[src/rtl/lsu_bus_if.sv]
// lsu_bus_if -- signal bundle around the load/store unit.
//
// Groups three links that meet at the LSU:
//   execute -> LSU    : ex_lsu_* op fields, ex_flush, ex_lsu_valid / lsu_ex_ready
//   LSU -> writeback  : lsu_wb_* results, lsu_wb_valid / wb_lsu_ready
//   LSU <-> memory    : mem_req_* / mem_resp_*
// plus the hazard taps lsu_ex_forward_* for the held op.
//
// Modports:
//   master -- the LSU view (drives the ready/valid outputs and the bus request)
//   slave  -- the surrounding pipeline and memory view
//
// Handshake rule on every link: a transfer happens on a rising clk edge
// where valid and ready are both 1. Once valid is raised, the payload is
// held stable and valid is not dropped until that transfer, except for a
// flush or reset.
interface lsu_bus_if #(
   parameter int XLEN = 32
);
   // execute -> LSU
   logic            ex_lsu_valid;
   logic            lsu_ex_ready;
   logic            ex_lsu_MemRead;
   logic            ex_lsu_MemWrite;
   logic            ex_lsu_RegWrite;
   logic [2:0]      ex_lsu_MemLen;
   logic [4:0]      ex_lsu_rd;
   logic [XLEN-1:0] addr;
   logic [XLEN-1:0] data_in;
   logic [XLEN-1:0] ex_lsu_result;
   logic [XLEN-1:0] ex_lsu_pc;
   logic [XLEN-1:0] ex_lsu_inst;
   logic            ex_flush;

   // LSU -> writeback
   logic            lsu_wb_valid;
   logic            wb_lsu_ready;
   logic            lsu_wb_RegWrite;
   logic [4:0]      lsu_wb_rd;
   logic [XLEN-1:0] lsu_wb_write_rd_data;
   logic [XLEN-1:0] lsu_wb_pc;
   logic [XLEN-1:0] lsu_wb_inst;
   logic            lsu_wb_exc;
   logic [3:0]      lsu_wb_cause;
   logic [XLEN-1:0] lsu_wb_tval;

   // memory bus
   logic            mem_req_valid;
   logic            mem_req_ready;
   logic            mem_req_we;
   logic [XLEN-1:0] mem_req_addr;
   logic [XLEN-1:0] mem_req_wdata;
   logic [3:0]      mem_req_wstrb;
   logic            mem_resp_valid;
   logic            mem_resp_ready;
   logic [XLEN-1:0] mem_resp_rdata;
   logic            mem_resp_err;

   // hazard taps
   logic [4:0]      lsu_ex_forward_rd;
   logic            lsu_ex_forward_RegWrite;
   logic            lsu_ex_forward_MemRead;

   modport master (
      input  ex_lsu_valid, ex_lsu_MemRead, ex_lsu_MemWrite, ex_lsu_RegWrite,
             ex_lsu_MemLen, ex_lsu_rd, addr, data_in, ex_lsu_result,
             ex_lsu_pc, ex_lsu_inst, ex_flush, wb_lsu_ready,
             mem_req_ready, mem_resp_valid, mem_resp_rdata, mem_resp_err,
      output lsu_ex_ready, lsu_wb_valid, lsu_wb_RegWrite, lsu_wb_rd,
             lsu_wb_write_rd_data, lsu_wb_pc, lsu_wb_inst, lsu_wb_exc,
             lsu_wb_cause, lsu_wb_tval, mem_req_valid, mem_req_we,
             mem_req_addr, mem_req_wdata, mem_req_wstrb, mem_resp_ready,
             lsu_ex_forward_rd, lsu_ex_forward_RegWrite, lsu_ex_forward_MemRead
   );

   modport slave (
      output ex_lsu_valid, ex_lsu_MemRead, ex_lsu_MemWrite, ex_lsu_RegWrite,
             ex_lsu_MemLen, ex_lsu_rd, addr, data_in, ex_lsu_result,
             ex_lsu_pc, ex_lsu_inst, ex_flush, wb_lsu_ready,
             mem_req_ready, mem_resp_valid, mem_resp_rdata, mem_resp_err,
      input  lsu_ex_ready, lsu_wb_valid, lsu_wb_RegWrite, lsu_wb_rd,
             lsu_wb_write_rd_data, lsu_wb_pc, lsu_wb_inst, lsu_wb_exc,
             lsu_wb_cause, lsu_wb_tval, mem_req_valid, mem_req_we,
             mem_req_addr, mem_req_wdata, mem_req_wstrb, mem_resp_ready,
             lsu_ex_forward_rd, lsu_ex_forward_RegWrite, lsu_ex_forward_MemRead
   );
endinterface

[src/rtl/lsu_bus.sv]
// lsu_bus -- single-entry load/store stage between execute and writeback.
//
// Holds one op at a time. Non-memory ops pass straight to DONE. Loads and
// stores issue one word-aligned bus request, wait for the response, align
// and extend the load data, then present the result to writeback. Misaligned
// or illegal-length accesses trap without touching the bus.
//
// Ports:
//   clk       -- single clock, all state on the rising edge
//   rst       -- synchronous, active-high reset
//   bus       -- lsu_bus_if.master: execute, writeback and memory links
//   dbg_state -- current FSM state (0 IDLE, 1 REQ, 2 RESP, 3 DONE)
//
// Parameters:
//   XLEN        -- data/address width, 32 only
//   ALIGN_CHECK -- 1: misaligned access traps, 0: issued unchanged
module lsu_bus #(
   parameter int XLEN        = 32,
   parameter bit ALIGN_CHECK = 1'b1
) (
   input  logic        clk,
   input  logic        rst,
   lsu_bus_if.master   bus,
   output logic [1:0]  dbg_state
);

   generate
      if (XLEN != 32) begin : g_xlen_check
         $error("lsu_bus: only XLEN=32 is supported");
      end
   endgenerate

   typedef enum logic [1:0] {
      IDLE = 2'd0,
      REQ  = 2'd1,
      RESP = 2'd2,
      DONE = 2'd3
   } state_t;

   state_t          state;

   // held op
   logic            op_load;
   logic            op_store;
   logic            op_regwrite;
   logic [4:0]      op_rd;
   logic [2:0]      op_len;
   logic [1:0]      op_off;
   logic [XLEN-1:0] op_addr;
   // set when a flush lands after the bus has taken the request; the
   // response is still absorbed but nothing reaches writeback
   logic            killed;

   // registered outputs
   logic            req_we;
   logic [XLEN-1:0] req_addr;
   logic [XLEN-1:0] req_wdata;
   logic [3:0]      req_wstrb;
   logic            wb_regwrite;
   logic [4:0]      wb_rd;
   logic [XLEN-1:0] wb_data;
   logic [XLEN-1:0] wb_pc;
   logic [XLEN-1:0] wb_inst;
   logic            wb_exc;
   logic [3:0]      wb_cause;
   logic [XLEN-1:0] wb_tval;

   // decode of the incoming op
   logic            is_mem;
   logic            len_legal;
   logic            misaligned;
   logic            take_exc;
   logic            ready_c;
   logic            take;
   logic [3:0]      strb_base;
   logic [3:0]      wstrb_c;
   logic [XLEN-1:0] wdata_c;
   logic [XLEN-1:0] shifted;
   logic [XLEN-1:0] load_data;
   logic            live;

   always_comb begin
      is_mem     = bus.ex_lsu_MemRead | bus.ex_lsu_MemWrite;
      len_legal  = 1'b0;
      misaligned = 1'b0;
      strb_base  = 4'b0001;
      case (bus.ex_lsu_MemLen)
         3'b000, 3'b100: begin
            len_legal = 1'b1;
            strb_base = 4'b0001;
         end
         3'b001, 3'b101: begin
            len_legal  = 1'b1;
            strb_base  = 4'b0011;
            misaligned = bus.addr[0];
         end
         3'b010: begin
            len_legal  = 1'b1;
            strb_base  = 4'b1111;
            misaligned = |bus.addr[1:0];
         end
         default: ;
      endcase
      // an illegal length traps even with alignment checking disabled
      take_exc = is_mem & (~len_legal | (ALIGN_CHECK & misaligned));
      wstrb_c  = strb_base << bus.addr[1:0];
      wdata_c  = bus.data_in << {bus.addr[1:0], 3'b000};

      ready_c = (state == IDLE) | ((state == DONE) & bus.wb_lsu_ready);
      // a flush in DONE kills the upstream op along with the held one
      take    = bus.ex_lsu_valid & ready_c & ~((state == DONE) & bus.ex_flush);

      shifted = bus.mem_resp_rdata >> {op_off, 3'b000};
      case (op_len)
         3'b000:  load_data = {{(XLEN-8){shifted[7]}}, shifted[7:0]};
         3'b001:  load_data = {{(XLEN-16){shifted[15]}}, shifted[15:0]};
         3'b100:  load_data = {{(XLEN-8){1'b0}}, shifted[7:0]};
         3'b101:  load_data = {{(XLEN-16){1'b0}}, shifted[15:0]};
         default: load_data = shifted;
      endcase

      live = ((state == REQ) | (state == RESP)) & ~killed;
   end

   always_ff @(posedge clk) begin
      if (rst) begin
         state       <= IDLE;
         op_load     <= 1'b0;
         op_store    <= 1'b0;
         op_regwrite <= 1'b0;
         op_rd       <= '0;
         op_len      <= '0;
         op_off      <= '0;
         op_addr     <= '0;
         killed      <= 1'b0;
         req_we      <= 1'b0;
         req_addr    <= '0;
         req_wdata   <= '0;
         req_wstrb   <= '0;
         wb_regwrite <= 1'b0;
         wb_rd       <= '0;
         wb_data     <= '0;
         wb_pc       <= '0;
         wb_inst     <= '0;
         wb_exc      <= 1'b0;
         wb_cause    <= '0;
         wb_tval     <= '0;
      end else begin
         case (state)
            REQ: begin
               if (bus.mem_req_ready) begin
                  // the bus owns the request now; a flush must wait for its response
                  state  <= RESP;
                  killed <= bus.ex_flush;
               end else if (bus.ex_flush) begin
                  state <= IDLE;
               end
            end
            RESP: begin
               if (bus.mem_resp_valid) begin
                  if (killed | bus.ex_flush) begin
                     state  <= IDLE;
                     killed <= 1'b0;
                  end else begin
                     state <= DONE;
                     if (bus.mem_resp_err) begin
                        wb_regwrite <= 1'b0;
                        wb_data     <= '0;
                        wb_exc      <= 1'b1;
                        wb_cause    <= op_store ? 4'd7 : 4'd5;
                        wb_tval     <= op_addr;
                     end else begin
                        wb_regwrite <= op_load & op_regwrite;
                        wb_data     <= op_load ? load_data : '0;
                        wb_exc      <= 1'b0;
                        wb_cause    <= '0;
                        wb_tval     <= '0;
                     end
                  end
               end else if (bus.ex_flush) begin
                  killed <= 1'b1;
               end
            end
            DONE: begin
               if (bus.ex_flush | bus.wb_lsu_ready) begin
                  state <= IDLE;
               end
            end
            default: ;
         endcase

         // capture overrides the IDLE fall-through above when a new op arrives
         if (take) begin
            op_load     <= bus.ex_lsu_MemRead & ~bus.ex_lsu_MemWrite;
            op_store    <= bus.ex_lsu_MemWrite;
            op_regwrite <= bus.ex_lsu_RegWrite;
            op_rd       <= bus.ex_lsu_rd;
            op_len      <= bus.ex_lsu_MemLen;
            op_off      <= bus.addr[1:0];
            op_addr     <= bus.addr;
            killed      <= 1'b0;
            wb_rd       <= bus.ex_lsu_rd;
            wb_pc       <= bus.ex_lsu_pc;
            wb_inst     <= bus.ex_lsu_inst;
            if (!is_mem) begin
               state       <= DONE;
               wb_regwrite <= bus.ex_lsu_RegWrite;
               wb_data     <= bus.ex_lsu_result;
               wb_exc      <= 1'b0;
               wb_cause    <= '0;
               wb_tval     <= '0;
            end else if (take_exc) begin
               state       <= DONE;
               wb_regwrite <= 1'b0;
               wb_data     <= '0;
               wb_exc      <= 1'b1;
               wb_cause    <= bus.ex_lsu_MemWrite ? 4'd6 : 4'd4;
               wb_tval     <= bus.addr;
            end else begin
               state     <= REQ;
               req_we    <= bus.ex_lsu_MemWrite;
               req_addr  <= {bus.addr[XLEN-1:2], 2'b00};
               req_wdata <= bus.ex_lsu_MemWrite ? wdata_c : '0;
               req_wstrb <= bus.ex_lsu_MemWrite ? wstrb_c : 4'b0000;
            end
         end
      end
   end

   assign dbg_state = state;

   assign bus.lsu_ex_ready         = ready_c;
   assign bus.mem_req_valid        = (state == REQ);
   assign bus.mem_req_we           = req_we;
   assign bus.mem_req_addr         = req_addr;
   assign bus.mem_req_wdata        = req_wdata;
   assign bus.mem_req_wstrb        = req_wstrb;
   assign bus.mem_resp_ready       = (state == RESP);
   assign bus.lsu_wb_valid         = (state == DONE);
   assign bus.lsu_wb_RegWrite      = wb_regwrite;
   assign bus.lsu_wb_rd            = wb_rd;
   assign bus.lsu_wb_write_rd_data = wb_data;
   assign bus.lsu_wb_pc            = wb_pc;
   assign bus.lsu_wb_inst          = wb_inst;
   assign bus.lsu_wb_exc           = wb_exc;
   assign bus.lsu_wb_cause         = wb_cause;
   assign bus.lsu_wb_tval          = wb_tval;

   assign bus.lsu_ex_forward_rd       = (live | (state == DONE)) ? op_rd : 5'd0;
   assign bus.lsu_ex_forward_RegWrite = live ? (op_regwrite & op_load)
                                             : ((state == DONE) & wb_regwrite);
   assign bus.lsu_ex_forward_MemRead  = live & op_load;

endmodule

[src/flat_wrapper.sv]
// flat-port wrapper written by rule: the top's interface ports become plain ports
module lsu_bus_flat 
#(
   parameter int XLEN        = 32,
   parameter bit ALIGN_CHECK = 1'b1
)
  (clk, rst, dbg_state, bus_ex_lsu_valid, bus_ex_lsu_MemRead, bus_ex_lsu_MemWrite, bus_ex_lsu_RegWrite, bus_ex_lsu_MemLen, bus_ex_lsu_rd, bus_addr, bus_data_in, bus_ex_lsu_result, bus_ex_lsu_pc, bus_ex_lsu_inst, bus_ex_flush, bus_wb_lsu_ready, bus_mem_req_ready, bus_mem_resp_valid, bus_mem_resp_rdata, bus_mem_resp_err, bus_lsu_ex_ready, bus_lsu_wb_valid, bus_lsu_wb_RegWrite, bus_lsu_wb_rd, bus_lsu_wb_write_rd_data, bus_lsu_wb_pc, bus_lsu_wb_inst, bus_lsu_wb_exc, bus_lsu_wb_cause, bus_lsu_wb_tval, bus_mem_req_valid, bus_mem_req_we, bus_mem_req_addr, bus_mem_req_wdata, bus_mem_req_wstrb, bus_mem_resp_ready, bus_lsu_ex_forward_rd, bus_lsu_ex_forward_RegWrite, bus_lsu_ex_forward_MemRead);
  lsu_bus_if #(.XLEN(XLEN)) bus_i ();
  input  logic clk;
  input  logic rst;
  output logic [1:0] dbg_state;
  input wire logic [$bits(bus_i.ex_lsu_valid)-1:0] bus_ex_lsu_valid;
  input wire logic [$bits(bus_i.ex_lsu_MemRead)-1:0] bus_ex_lsu_MemRead;
  input wire logic [$bits(bus_i.ex_lsu_MemWrite)-1:0] bus_ex_lsu_MemWrite;
  input wire logic [$bits(bus_i.ex_lsu_RegWrite)-1:0] bus_ex_lsu_RegWrite;
  input wire logic [$bits(bus_i.ex_lsu_MemLen)-1:0] bus_ex_lsu_MemLen;
  input wire logic [$bits(bus_i.ex_lsu_rd)-1:0] bus_ex_lsu_rd;
  input wire logic [$bits(bus_i.addr)-1:0] bus_addr;
  input wire logic [$bits(bus_i.data_in)-1:0] bus_data_in;
  input wire logic [$bits(bus_i.ex_lsu_result)-1:0] bus_ex_lsu_result;
  input wire logic [$bits(bus_i.ex_lsu_pc)-1:0] bus_ex_lsu_pc;
  input wire logic [$bits(bus_i.ex_lsu_inst)-1:0] bus_ex_lsu_inst;
  input wire logic [$bits(bus_i.ex_flush)-1:0] bus_ex_flush;
  input wire logic [$bits(bus_i.wb_lsu_ready)-1:0] bus_wb_lsu_ready;
  input wire logic [$bits(bus_i.mem_req_ready)-1:0] bus_mem_req_ready;
  input wire logic [$bits(bus_i.mem_resp_valid)-1:0] bus_mem_resp_valid;
  input wire logic [$bits(bus_i.mem_resp_rdata)-1:0] bus_mem_resp_rdata;
  input wire logic [$bits(bus_i.mem_resp_err)-1:0] bus_mem_resp_err;
  output wire logic [$bits(bus_i.lsu_ex_ready)-1:0] bus_lsu_ex_ready;
  output wire logic [$bits(bus_i.lsu_wb_valid)-1:0] bus_lsu_wb_valid;
  output wire logic [$bits(bus_i.lsu_wb_RegWrite)-1:0] bus_lsu_wb_RegWrite;
  output wire logic [$bits(bus_i.lsu_wb_rd)-1:0] bus_lsu_wb_rd;
  output wire logic [$bits(bus_i.lsu_wb_write_rd_data)-1:0] bus_lsu_wb_write_rd_data;
  output wire logic [$bits(bus_i.lsu_wb_pc)-1:0] bus_lsu_wb_pc;
  output wire logic [$bits(bus_i.lsu_wb_inst)-1:0] bus_lsu_wb_inst;
  output wire logic [$bits(bus_i.lsu_wb_exc)-1:0] bus_lsu_wb_exc;
  output wire logic [$bits(bus_i.lsu_wb_cause)-1:0] bus_lsu_wb_cause;
  output wire logic [$bits(bus_i.lsu_wb_tval)-1:0] bus_lsu_wb_tval;
  output wire logic [$bits(bus_i.mem_req_valid)-1:0] bus_mem_req_valid;
  output wire logic [$bits(bus_i.mem_req_we)-1:0] bus_mem_req_we;
  output wire logic [$bits(bus_i.mem_req_addr)-1:0] bus_mem_req_addr;
  output wire logic [$bits(bus_i.mem_req_wdata)-1:0] bus_mem_req_wdata;
  output wire logic [$bits(bus_i.mem_req_wstrb)-1:0] bus_mem_req_wstrb;
  output wire logic [$bits(bus_i.mem_resp_ready)-1:0] bus_mem_resp_ready;
  output wire logic [$bits(bus_i.lsu_ex_forward_rd)-1:0] bus_lsu_ex_forward_rd;
  output wire logic [$bits(bus_i.lsu_ex_forward_RegWrite)-1:0] bus_lsu_ex_forward_RegWrite;
  output wire logic [$bits(bus_i.lsu_ex_forward_MemRead)-1:0] bus_lsu_ex_forward_MemRead;
  assign bus_i.ex_lsu_valid = bus_ex_lsu_valid;
  assign bus_i.ex_lsu_MemRead = bus_ex_lsu_MemRead;
  assign bus_i.ex_lsu_MemWrite = bus_ex_lsu_MemWrite;
  assign bus_i.ex_lsu_RegWrite = bus_ex_lsu_RegWrite;
  assign bus_i.ex_lsu_MemLen = bus_ex_lsu_MemLen;
  assign bus_i.ex_lsu_rd = bus_ex_lsu_rd;
  assign bus_i.addr = bus_addr;
  assign bus_i.data_in = bus_data_in;
  assign bus_i.ex_lsu_result = bus_ex_lsu_result;
  assign bus_i.ex_lsu_pc = bus_ex_lsu_pc;
  assign bus_i.ex_lsu_inst = bus_ex_lsu_inst;
  assign bus_i.ex_flush = bus_ex_flush;
  assign bus_i.wb_lsu_ready = bus_wb_lsu_ready;
  assign bus_i.mem_req_ready = bus_mem_req_ready;
  assign bus_i.mem_resp_valid = bus_mem_resp_valid;
  assign bus_i.mem_resp_rdata = bus_mem_resp_rdata;
  assign bus_i.mem_resp_err = bus_mem_resp_err;
  assign bus_lsu_ex_ready = bus_i.lsu_ex_ready;
  assign bus_lsu_wb_valid = bus_i.lsu_wb_valid;
  assign bus_lsu_wb_RegWrite = bus_i.lsu_wb_RegWrite;
  assign bus_lsu_wb_rd = bus_i.lsu_wb_rd;
  assign bus_lsu_wb_write_rd_data = bus_i.lsu_wb_write_rd_data;
  assign bus_lsu_wb_pc = bus_i.lsu_wb_pc;
  assign bus_lsu_wb_inst = bus_i.lsu_wb_inst;
  assign bus_lsu_wb_exc = bus_i.lsu_wb_exc;
  assign bus_lsu_wb_cause = bus_i.lsu_wb_cause;
  assign bus_lsu_wb_tval = bus_i.lsu_wb_tval;
  assign bus_mem_req_valid = bus_i.mem_req_valid;
  assign bus_mem_req_we = bus_i.mem_req_we;
  assign bus_mem_req_addr = bus_i.mem_req_addr;
  assign bus_mem_req_wdata = bus_i.mem_req_wdata;
  assign bus_mem_req_wstrb = bus_i.mem_req_wstrb;
  assign bus_mem_resp_ready = bus_i.mem_resp_ready;
  assign bus_lsu_ex_forward_rd = bus_i.lsu_ex_forward_rd;
  assign bus_lsu_ex_forward_RegWrite = bus_i.lsu_ex_forward_RegWrite;
  assign bus_lsu_ex_forward_MemRead = bus_i.lsu_ex_forward_MemRead;
  lsu_bus #(.XLEN(XLEN), .ALIGN_CHECK(ALIGN_CHECK)) u_core (.clk(clk), .rst(rst), .bus(bus_i), .dbg_state(dbg_state));
endmodule
[config.mk]
export PLATFORM = sky130hd
export DESIGN_NAME = lsu_bus_flat
export DESIGN_NICKNAME = d
export VERILOG_FILES = /design/src/rtl/lsu_bus_if.sv /design/src/rtl/lsu_bus.sv /design/src/flat_wrapper.sv
export SDC_FILE = /design/constraint.sdc
export NUM_CORES = 1
export LEC_CHECK = 0
export CAP_MARGIN = 20
export CORE_MARGIN = 4
export CORE_UTILIZATION = 39
export DETAILED_ROUTE_END_ITERATION = 8
export MAX_ROUTING_LAYER = met4
export PLACE_DENSITY = 0.88
export REMOVE_ABC_BUFFERS = 1
export SETUP_SLACK_MARGIN = 0.05
export SYNTH_ARGS = -nofsm -noshare
export SYNTH_HDL_FRONTEND = slang
export SYNTH_SLANG_ARGS = --single-unit
[constraint.sdc]
create_clock -name clk -period 1.8 [get_ports clk]
set_input_delay 0.36 -clock clk [delete_from_list [all_inputs] [get_ports clk]]
set_output_delay 0.36 -clock clk [all_outputs]
set_load 0.005 [all_outputs]
==> flow_summary.toml <==
[clock_tree]
hold_buffers = 0
h-tree-depth = 1
clk_latency_ps = 550
clkTransAtPathRegs_ps = 60
clockBufferDepth = 3
cts_tree = "built"
numClockSinks = 247
clock-root-buffer = "clkbuf_16"
cts_buffers = 28

[setup_path]
max_stage_delay_ps = 360
path_buf_inv = 3
timing.rr.start = "u_core.dbg_state[1]$_SDFFE_PP0P_"
slowest_stage = "dfxtp_4"
crit_fanout = 5
r2r_cells = 14
crit_chain = "buf_6 -> inv_4 -> ha_4 -> nor2b_4 -> nor2_4 -> nor2b_1 -> buf_2"
cp.arrival_ps = 1920
crit_family = "simple AND/OR/NAND/NOR gates"
crit_path_start_kind = "flop"
regToRegSetupSlack_ps = -450
r2r_end = "u_core.bus.lsu_wb_write_rd_data[18]$_SDFF_PP0_"
worstSetupPathType = "flop to output port"
crit_required_ps = 1440
endpoint_kind = "output port"

[sta]
fin_setup_tns_ps = -56870
drv_slew = 0
rsz0062_at_grt = "yes"
fin_skew_ps = 16.2
hold_violations = 0
period_share_pct = 126
worst_slack_ps = -475
whs_ps = 127
min_period_ps = 2280
relSlewSlack_pct = 45.6
fmax_ghz = 0.440
setup_viol = 317
worstMarginPinSlew_ps = 817

[synth]
netlist_instances = 1228
synthSimpleGateAreaFrac_pct = 20.0
synthTopCellsByArea = "dfxtp_1 (48%), nand2_1 (12%), a21oi_1 (8.5%)"
synth_top_family_by_area = "compound AO/OA/AOI/OAI gates"
synth.avg_cell_area_sq_um = 8.44
synthArstFlopShare_pct = 0
synth-edff-count = 0
netlist_top_cells_count = "nand2_1 (336), dfxtp_1 (247), a21oi_1 (176), clkbuf_1 (56), nor2_1 (47)"
yosys-mux-area-fraction_pct = 5.24
synth_top_area_share_pct = 47.7
synth_top_area_cell = "dfxtp_1"
synth_compound_area_share_pct = 21.8
synthXorXnorAreaFrac_pct = 0
ys_seq_area_share_pct = 47.7
ys_types = 62
yosysWarningCount = 0
yosysMostFrequentCell = "nand2_1"
synth_ff_type = "dfxtp_1"
synth_seq_cells = 247
synth_area_sq_um = 10400
synthAdderAreaFrac_pct = 0.483

[detailed_routing]
via_count = 12808
antenna_left = 0
vias_per_cell = 5.99
drt-total-wl_microns = 55200
first_pass_iters = 6
drt-wirelength-per-cell_microns = 25.8
drc = 0
drtIter0Drc = 1023

[floorplanning]
die_area_sq_um = 29300
die_h_microns = 171
rows = 59
initial_core_util_pct = 39.7
die_w_microns = 171
coreArea_sq_um = 26100
ios = 432

[power_and_ir_drop]
p_total_mw = 22.3
power_density_nw_per_um2 = 1100
clock_power_share_pct = 27.7
pwr-share-comb_pct = 42.7
pwr-share-seq_pct = 29.6
p_leak_nw = 7.95
swShare_pct = 33.6
p_int_mw = 14.8
switching_power_mw = 7.49
ir_drop_v = 0.000929

[layout]
multi_input_area_sq_um = 6940
fillers = 1418
drive_gt1_share_pct = 35.0
fin_nets = 1996
syn2layout_area_growth_pct = 96.5
seqCellArea_sq_um = 4950

[placed_design]
dpl.hpwl_microns = 28200
place.port_buffers = 429
post-place-ws_ps = -656
gp_congestion = 0.926

[global_routing]
grt_max_degree = 72
globalRoute.totalOverflow = 0
antenna_found_initial = 2
grtUsageTotal_pct = 29.8
grt_pass1_vias = 12100
grt_pass1_wl_microns = 67100

[min_path]
hold_depth = 2
whs_endpoint = "u_core.bus.mem_req_wstrb[2]$_SDFFE_PP0P_"
worstHoldStart = "rst"
worst_hold_path_type = "input pin to flop"

[run_status]
violations = "negative setup slack"
outcome = "complete, but fails checks"

[flow_run]
cap_violations = 0
-- cell families after synthesis --
family | Yosys count
AND/OR/NAND/NOR | 466
AO/OA/AOI/OAI | 354
flip-flops | 247
buffers and inverters | 113
multiplexers | 43
adder cells (fa/ha/maj) | 4
other | 1
-- final cells by class --
| class | count | share of cell area, % |
|---|---|---|
| Timing Repair Buffer | 621 | 34.4 |
| Multi-Input combinational cell | 872 | 34.1 |
| Sequential cell | 247 | 24.3 |
| Clock buffer | 42 | 4.10 |
| Tap cell | 335 | 2.06 |
| Clock inverter | 8 | 0.725 |
| Inverter | 11 | 0.240 |
| Antenna cell | 4 | 0.0491 |
-- through the flow --
| stage | util, % | cells | area, sq um |
|---|---|---|---|
| floorplan | - | 1127 | 9920 |
| global placement | 59.6 | 1991 | 15600 |
| detailed placement | 59.6 | 1991 | 15600 |
| CTS | 69.1 | 2101 | 18000 |
| global route | 77.9 | 2138 | 20400 |
| finish | 77.9 | 2140 | 20400 |
-- routing by layer --
| layer | track usage [%] | share of wire [%] | wire length [microns] | vias to the layer above |
|---|---|---|---|---|
| met3 | 6.33 | 8.6 | 4720 | 296 |
| li1 | - | - | - | 5429 |
| met1 | 32.1 | 35 | 19200 | 6213 |
| met2 | 52.4 | 49 | 26900 | 870 |
| met5 | - | 0 | 0 | - |
| met4 | 13.6 | 7.8 | 4320 | 0 |
-- worst register-to-register path, stage by stage, from the launching register on --
cell	delay [ps]
dfxtp_4	360
buf_6	120
ha_4	170
buf_6	120
nand2_4	60
nand3_4	120
buf_6	160
buf_12	120
buf_12	120
nor4_4	280
buf_6	170
buf_6	100
buf_8	130
nand2_1	70
o21ai_0	70
-- cell usage in the layout (no fill, tap or decap), types with 45 or more instances in the layout --
cell type        count
a21oi_2            106
buf_6               48
nand2_4            107
nand2_1            186
buf_4               76
clkbuf_16           45
nor2_1              45
a21oi_1             69
clkdlybuf4s50_1    415
dfxtp_1            244
-- power groups by stage --
stage / sequential (mW) / clock, mW / combinational, mW
after floorplan: 6.65 / 0 / 2.02
after global placement: 6.57 / 0 / 5.24
after detailed placement: 6.61 / 0 / 5.34
after CTS: 6.50 / 6.14 / 7.09
after global routing: 6.66 / 6.43 / 9.86
final: 6.61 / 6.18 / 9.53
-- worst max-delay path by stage --
stage                                           from                                              to  slack [ps]  cells after the start
floorplan           u_core.dbg_state[0]$_SDFFE_PP0P_           u_core.bus.lsu_wb_RegWrite$_SDFF_PP0_       -2870                      6
global placement                    bus_wb_lsu_ready           u_core.bus.lsu_wb_cause[2]$_SDFF_PP0_        -600                      8
detailed placement              bus_ex_lsu_MemLen[0]        u_core.bus.mem_req_wdata[9]$_SDFFE_PP0P_        -660                      7
CTS                 u_core.dbg_state[0]$_SDFFE_PP0P_                        bus_lsu_ex_forward_rd[1]        -370                      7
global route        u_core.dbg_state[1]$_SDFFE_PP0P_  u_core.bus.lsu_wb_write_rd_data[21]$_SDFF_PP0_        -530                     14
finish              u_core.dbg_state[1]$_SDFFE_PP0P_                        bus_lsu_ex_forward_rd[1]        -480                      7
-- registers in the layout (all words and copies together) (netlist names), 2 cells and up --
| register | flops |
|---|---|
| u_core.op_rd | 5 |
| u_core.bus.lsu_wb_write_rd_data | 32 |
| u_core.dbg_state | 2 |
| u_core.bus.mem_req_wdata | 32 |
| u_core.bus.lsu_wb_cause | 4 |
| u_core.bus.mem_req_wstrb | 4 |
| u_core.bus.lsu_wb_inst | 32 |
| u_core.op_addr | 32 |
| u_core.bus.lsu_wb_tval | 32 |
| u_core.bus.lsu_wb_pc | 32 |
| u_core.bus.mem_req_addr | 30 |
| u_core.op_len | 3 |
-- what timing repair did --
| item | in CTS | in global routing |
|---|---|---|
| pin swaps | 28 | 186 |
| endpoints found under the setup margin | 446 | 466 |
| cloned | 26 | 20 |
| buffers inserted | 36 | 29 |
| gates resized for setup | 171 | 499 |
Note: power is estimated with default switching activity, not from simulation.
